`src/rtl/seg_mux_ctrl.sv`:
```
// Two-digit time-multiplexing scheduler for a shared seven-segment decoder.
// Define SEG_MUX_BLANK_EN to build the anti-ghosting blank states between digits.
module seg_mux_ctrl #(
  parameter int HOLD_CYCLES  = 24000,
  parameter int BLANK_CYCLES = 240
) (
  input  logic       clk,
  input  logic       reset_n,
  input  logic       en,
  input  logic [3:0] s0,
  input  logic [3:0] s1,
  output logic [3:0] dig,
  output logic [1:0] an,
  output logic       frame,
  output logic [2:0] state_dbg
);

  localparam int MAXC = (HOLD_CYCLES > BLANK_CYCLES) ? HOLD_CYCLES : BLANK_CYCLES;
  localparam int CW   = $clog2(MAXC + 1);
  localparam logic [CW-1:0] HOLD_LOAD = CW'(HOLD_CYCLES - 1);
`ifdef SEG_MUX_BLANK_EN
  localparam logic [CW-1:0] BLANK_LOAD = CW'(BLANK_CYCLES - 1);
`endif

  typedef enum logic [2:0] {
    PARK   = 3'd0,
    SHOW0  = 3'd1,
    BLANK0 = 3'd2,
    SHOW1  = 3'd3,
    BLANK1 = 3'd4
  } state_t;

  state_t        state, state_d;
  logic [CW-1:0] cnt, cnt_d;
  logic [3:0]    sh0, sh0_d, sh1, sh1_d, dig_d;
  logic [1:0]    an_d;
  logic          frame_d;

  assign state_dbg = state;

  always_ff @(posedge clk or negedge reset_n) begin
    if (!reset_n) begin
      state <= PARK;
      cnt   <= '0;
      sh0   <= 4'h0;
      sh1   <= 4'h0;
      dig   <= 4'h0;
      an    <= 2'b11;
      frame <= 1'b0;
    end else begin
      state <= state_d;
      cnt   <= cnt_d;
      sh0   <= sh0_d;
      sh1   <= sh1_d;
      dig   <= dig_d;
      an    <= an_d;
      frame <= frame_d;
    end
  end

  always_comb begin
    state_d = state;
    cnt_d   = cnt;
    sh0_d   = sh0;
    sh1_d   = sh1;
    dig_d   = dig;
    an_d    = an;
    if (!en) begin
      // Park dark; dig keeps its last value.
      state_d = PARK;
      cnt_d   = '0;
      an_d    = 2'b11;
    end else begin
      case (state)
        PARK: begin
          state_d = SHOW0;
          sh0_d   = s0;
          sh1_d   = s1;
          dig_d   = s0;
          an_d    = 2'b10;
          cnt_d   = HOLD_LOAD;
        end
        SHOW0: begin
          if (cnt == '0) begin
`ifdef SEG_MUX_BLANK_EN
            state_d = BLANK0;
            an_d    = 2'b11;
            cnt_d   = BLANK_LOAD;
`else
            state_d = SHOW1;
            dig_d   = sh1;
            an_d    = 2'b01;
            cnt_d   = HOLD_LOAD;
`endif
          end else begin
            cnt_d = cnt - CW'(1);
          end
        end
`ifdef SEG_MUX_BLANK_EN
        BLANK0: begin
          if (cnt == '0) begin
            state_d = SHOW1;
            dig_d   = sh1;
            an_d    = 2'b01;
            cnt_d   = HOLD_LOAD;
          end else begin
            cnt_d = cnt - CW'(1);
          end
        end
        BLANK1: begin
          if (cnt == '0) begin
            state_d = SHOW0;
            sh0_d   = s0;
            sh1_d   = s1;
            dig_d   = s0;
            an_d    = 2'b10;
            cnt_d   = HOLD_LOAD;
          end else begin
            cnt_d = cnt - CW'(1);
          end
        end
`endif
        SHOW1: begin
          if (cnt == '0) begin
`ifdef SEG_MUX_BLANK_EN
            state_d = BLANK1;
            an_d    = 2'b11;
            cnt_d   = BLANK_LOAD;
`else
            // Fresh sample for the next frame is taken on the same edge.
            state_d = SHOW0;
            sh0_d   = s0;
            sh1_d   = s1;
            dig_d   = s0;
            an_d    = 2'b10;
            cnt_d   = HOLD_LOAD;
`endif
          end else begin
            cnt_d = cnt - CW'(1);
          end
        end
        default: begin
          state_d = PARK;
          cnt_d   = '0;
          an_d    = 2'b11;
        end
      endcase
    end
  end

  // frame is registered: raise it on the edge that enters the frame's last cycle.
`ifdef SEG_MUX_BLANK_EN
  assign frame_d = (state_d == BLANK1) && (cnt_d == '0);
`else
  assign frame_d = (state_d == SHOW1) && (cnt_d == '0);
`endif

endmodule
```
`config.mk`:
```
export PLATFORM = sky130hd
export DESIGN_NAME = seg_mux_ctrl
export DESIGN_NICKNAME = d
export VERILOG_FILES = /design/src/rtl/seg_mux_ctrl.sv
export SDC_FILE = /design/constraint.sdc
export NUM_CORES = 1
export LEC_CHECK = 0
export CORE_MARGIN = 2
export CORE_UTILIZATION = 40
export CTS_CLUSTER_DIAMETER = 100
export DETAILED_ROUTE_END_ITERATION = 6
export GPL_ROUTABILITY_DRIVEN = 0
export PLACE_DENSITY_LB_ADDON = 0.3
export SYNTH_ARGS = -nofsm -noshare
export SYNTH_HDL_FRONTEND = slang
export SYNTH_SLANG_ARGS = --single-unit
```
`constraint.sdc`:
```
create_clock -name clk -period 7.2 [get_ports clk]
set_input_delay 1.44 -clock clk [delete_from_list [all_inputs] [get_ports clk]]
set_output_delay 1.44 -clock clk [all_outputs]
set_load 0.005 [all_outputs]
```
======== Word-level counts from Yosys, hierarchy flattened ========
Index checks and enable logic that the tools add are counted.
word-level totals
  flip-flop bits (word level) ............. 29
  latch bits .............................. 0
  bits in writable memories ............... 0
  bits in read-only memories .............. 0
  input bits .............................. 11
  output and inout bits ................... 10
  memories kept ........................... 0
operators by class
  add/sub/neg operators ................... 1
  $mul .................................... 0
  div/mod/pow operators ................... 0
  $lt $le $gt $ge ......................... 0
  equality and inequality tests ........... 7
  shift operators ......................... 0
  mux-type cells .......................... 16
  bitwise gates (word level) .............. 0
  reduce and logical (&&, ||, !) cells .... 10
operators by type and width
  operator                 count
  $logic_not A15 Y1        2
  $mux W15                 2
  $pmux W15 S2             1
  $sub A15 B1 Y15 const B  1
  $mux W4                  3
  $pmux W4 S3              1
  $mux W3                  3
  $pmux W3 S3              1
  $pmux W4 S2              1
  $eq A3 B2 Y1 const B     2
  $mux W2                  3
  $ne A3 B3 Y1 const B     2
  $pmux W2 S3              1
  $ne A2 B2 Y1 const B     2
  $reduce_and A4 Y1        1
  $eq A3 B1 Y1 const B     1
  $logic_not A3 Y1         1
  $reduce_and A3 Y1        1
  $reduce_bool A3 Y1       1
  $reduce_and A2 Y1        1
  $reduce_bool A2 Y1       1
  $reduce_or A2 Y1         1
  $logic_and A1 B1 Y1      1

======== Logic depth before layout (Yosys ltp) ========
  depth after elaboration ................. 6
  depth in mapped cells ................... 9
  mapped depth without buffers ............ 8

======== Least setup slack after synthesis ========
OpenSTA, ideal clock, no wires.
  kind .................................... input to register
  start ................................... in en
  end ..................................... reg sh1[0]
  arrival time ............................ 2.347 ns
  slack ................................... 4.728 ns
  cell stages on the path ................. 3
  path through ............................ nor2b_1 a21boi_1 mux2_2
between the ends
  word-level cells in the longest chain between the ends .. 1
RTL lines
  element                      line  RTL
  from (decl)                  9     input logic en,
  $reduce_and A3 Y1 (no line)  n/a
  to (signal assigned)         46    sh1 <= 4'h0;
  to (signal assigned)         54    sh1 <= sh1_d;
  to (decl)                    35    logic [3:0] sh0, sh0_d, sh1, sh1_d, dig_d;
No other way between the ends.
A chain may end at the register's enable or synchronous reset.

======== Final worst setup path ========
  start ................................... in en
  end ..................................... reg dig[1]
between the ends
  word-level cells in the longest chain between the ends .. 1
RTL lines
  element                      line  RTL
  $reduce_and A4 Y1 (no line)  n/a
  to (signal assigned)         55    dig <= dig_d;
  to (decl)                    12    output logic [3:0] dig,
No other way between the ends.

==> impl_summary.log <==
[metrics] result of the run: finished clean
[metrics] Setup TNS Final: 0 ns
[metrics] clock-pin slew of the registers on the worst-case setup and hold paths: 0.06 ns
[metrics] cell family with most CP delay: buffers and inverters
[metrics] CP max stage delay: 0.45 ns
[metrics] ANT cells: 0
[metrics] standard cell area after detailed placement: 1760 um^2
[metrics] max cap viols: 0
[metrics] most frequent cells in the layout: dfrtp_1, clkdlybuf4s50_1, nand2_1
[metrics] count of unresolved DRC violations after routing: 0
[metrics] Final Core Density: 51.0%
[metrics] share of synthesized cell area in and, or, nand and nor gates: 21.8%
[metrics] horizontal die dimension: 65.5 um
[metrics] WL final: 3.31 mm
[metrics] P&R area growth vs syn: 22.6%
[metrics] die area: 4290 um^2
[metrics] path type of the worst min-delay path: reg2reg
[metrics] Crit path arrival time: 3.00 ns
[metrics] post-route clock period utilization: 39.8%
[metrics] internal power contribution: 0.308 mW
[metrics] slowest CP cell: clkdlybuf4s50_1
[metrics] sequential share of power: 45.2%
[metrics] global-route usage over all layers: 18.0%
[metrics] nets: 194
[metrics] Via density: 5.40
[metrics] number of nets with antenna violations after detailed routing: 0
[metrics] effective utilization at floorplan: 41.6%
[metrics] Final HPWL DP: 2.43 mm
[metrics] RSZ-0062 raised after global routing: false
[metrics] cell count after synthesis: 158
[metrics] die height: 65.5 um
[metrics] adder-cell share of the synthesized area: 1.66%
[metrics] Pre-antenna DRT Iters: 4
[metrics] synthesized netlist net count: 171
[metrics] Worst Setup End Kind: flip-flop
[metrics] remaining global-route overflow: 0
[metrics] combined buffer and inverter count along the critical path: 3
[metrics] wire length of the first global-routing pass: 5.71 mm
[metrics] total core area: 3630 um^2
[metrics] share of layout cells above drive strength 1: 9.89%
[metrics] Post-CTS Setup Repair Bufs: 0
[metrics] number of unique standard cell types used by synthesis: 36
[metrics] Port-buffer cells: 20
[metrics] post-route clock skew: 0.00722 ns
[metrics] antenna violations before repair: 0
[metrics] share of the synthesized netlist area taken by xor and xnor gates: 5.22%
[metrics] most used cell along the critical path: o21ai_0
[metrics] most frequent standard cell in the layout excluding fill and tap cells: dfrtp_1
[metrics] via count of the first global-routing pass: 1,246
[metrics] Power Density: 236 nW/um^2
[metrics] Clk pwr share: 31.0%
[metrics] number of storage elements in the synthesis netlist: 29
[metrics] First DRT Iteration DRCs: 57
[metrics] post-route total power: 0.437 mW
[metrics] peak fanout along the critical path: 14
[metrics] CTS H-tree depth: 2
[metrics] Setup crit start kind: input port
[metrics] Final Max Slew Viols: 0
[metrics] count of boundary I/O pins: 21
[metrics] post-cts resize count: 0
[metrics] combined area of the multi-input logic cells: 744 um^2
[metrics] combined flip-flop and latch cell area: 728 um^2
[metrics] standby leakage power: 0.771 nW
[metrics] slew of the pin with the lowest slew margin: 0.773 ns
[metrics] Achievable Freq: 0.349 GHz
[metrics] final-layout fill cell count: 358
[metrics] TritonCTS buffer count: 5
[metrics] Clock Sinks: 29
[metrics] Switching Power: 0.129 mW
[metrics] syn avg cell area: 9.57 um^2
[metrics] clock period minus worst slack: 2.87 ns
[metrics] cts-stage hold buffer count: 0
[metrics] Critical Path, Cell by Cell: clkdlybuf4s50_1 > nor2b_1 > o21ai_0 > buf_4 > inv_1 > o21ai_1 > nand2_1 > o21ai_0
[metrics] DR vias: 1,241
[metrics] slew margin rel.: 48.4%
[metrics] post-layout instance area: 1850 um^2
[metrics] pin count of the biggest net entering global routing: 30
[metrics] TritonCTS clock tree: built
[metrics] clock latency reported for the late side of the worst-skew pair: 0.28 ns
[metrics] relative contribution of combinational cells to total power: 23.7%
[metrics] Seq/Total Area, Yosys: 48.2%
[metrics] netlist area before placement: 1510 um^2
[metrics] sw frac: 29.6%
[metrics] Required @ worst endpoint: 7.34 ns
[metrics] Core Rows: 22
[metrics] wire per inst: 14.4 um
[metrics] largest family of logic cells by synthesized area: simple AND/OR/NAND/NOR gates
[metrics] final setup vio count: 0
[metrics] multiplexer share of the synthesized area: 6.95%
[metrics] Max clock buf depth: 2
[metrics] warnings from Yosys: 0
[metrics] post-synthesis compound-gate area fraction: 13.4%
[metrics] clock root buffer: clkbuf_8
[metrics] Final Hold Fails: 0
[metrics] Peak VDD IR: 0.000134 V
[metrics] Crit Path Class: in2reg
cell type report:
type	instances	area share, %
multi-input cells	119	40.2
repair buffers	22	11.6
flip-flops and latches	29	39.3
inverters	4	0.810
clock buffers	8	4.86
well taps	48	3.24
per-stage QoR:
stage | std cells | setup slack (ns) | hold WS (ns)
after floorplan | 158 | 4.73 | 0.473
after detailed placement | 222 | 4.05 | 0.484
after global routing | 230 | 4.26 | 0.529
after CTS | 230 | 4.35 | 0.505
after global placement | 222 | 4.14 | 0.474
final | 230 | 4.33 | 0.495
Yosys cell counts (all sizes together):
library cell | count | area, um^2
ha | 2 | 25.0
clkbuf | 5 | 18.8
or2 | 2 | 12.5
mux2i | 6 | 60.1
xor2 | 3 | 26.3
nor3 | 6 | 41.3
conb | 1 | 3.75
nand4b | 1 | 8.76
buf | 1 | 5.00
dfrtp | 27 | 676
inv | 4 | 15.0
nor2 | 14 | 52.6
or4 | 2 | 15.0
a22oi | 1 | 7.51
a21boi | 1 | 7.51
a31oi | 2 | 12.5
or3b | 1 | 8.76
a21o | 1 | 7.51
mux2 | 4 | 45.0
xnor2 | 6 | 52.6
nor2b | 1 | 6.26
o211ai | 1 | 7.51
or3 | 2 | 12.5
nor4 | 4 | 31.3
o21ai | 12 | 60.1
nor4b | 2 | 17.5
a211oi | 3 | 22.5
o31ai | 1 | 7.51
nor3b | 5 | 37.5
nand2 | 16 | 60.1
a21oi | 14 | 70.1
nand3 | 5 | 25.0
dfstp | 2 | 52.6
power groups by stage:
stage | logic, mW | clock network, mW | registers [mW]
2_1_floorplan | 0.0661 | 0 | 0.196
3_3_place_gp | 0.101 | 0 | 0.199
3_5_place_dp | 0.104 | 0 | 0.200
4_1_cts | 0.104 | 0.139 | 0.198
5_1_grt | 0.115 | 0.149 | 0.200
6_report | 0.104 | 0.136 | 0.198
registers in the layout (all words and copies together) (netlist names):
| name | count |
|---|---|
| frame | 1 |
| cnt | 15 |
| sh1 | 4 |
| dig | 4 |
| an | 2 |
| state_dbg | 3 |
cell families (layout without fill, tap and decap cells):
kind of cell    count (synthesis)  after routing
fa+ha+maj                       2              2
flops                          29             29
mux                            10             10
simple gates                   61             61
buf+inv                        10             34
xor+xnor                        9              9
compound gates                 36             36
other cells                     1              1
final timing paths:
check | cells past startpoint | slack, ns | end | start
max in group asynchronous | 2 | 5.34 | an[0] | reset_n
min | 2 | 0.50 | dig[3] | dig[3]
min reg2reg | 2 | 0.50 | dig[3] | dig[3]
max | 8 | 4.33 | dig[1] | en
max reg2reg | 8 | 4.63 | frame | cnt[0]
min in group asynchronous | 2 | 1.54 | cnt[2] | reset_n
worst register-to-register path, stage by stage, from the launching register on:
cell,delay [ns]
dfrtp_1,0.44
inv_1,0.11
ha_1,0.26
or3b_1,0.52
nor3b_1,0.26
a21o_1,0.11
a22oi_1,0.08
or4_1,0.56
nor4_2,0.14
layer usage:
| layer | vias to the layer above | global-route usage (%) | share of wire, % |
|---|---|---|---|
| met5 | - | 0 | 0 |
| met4 | 0 | 6.51 | 1.5 |
| met3 | 6 | 5.82 | 5.3 |
| met2 | 34 | 30.0 | 51 |
| met1 | 595 | 21.7 | 42 |
| li1 | 606 | - | - |
Note: power is estimated with default switching activity, not from simulation.
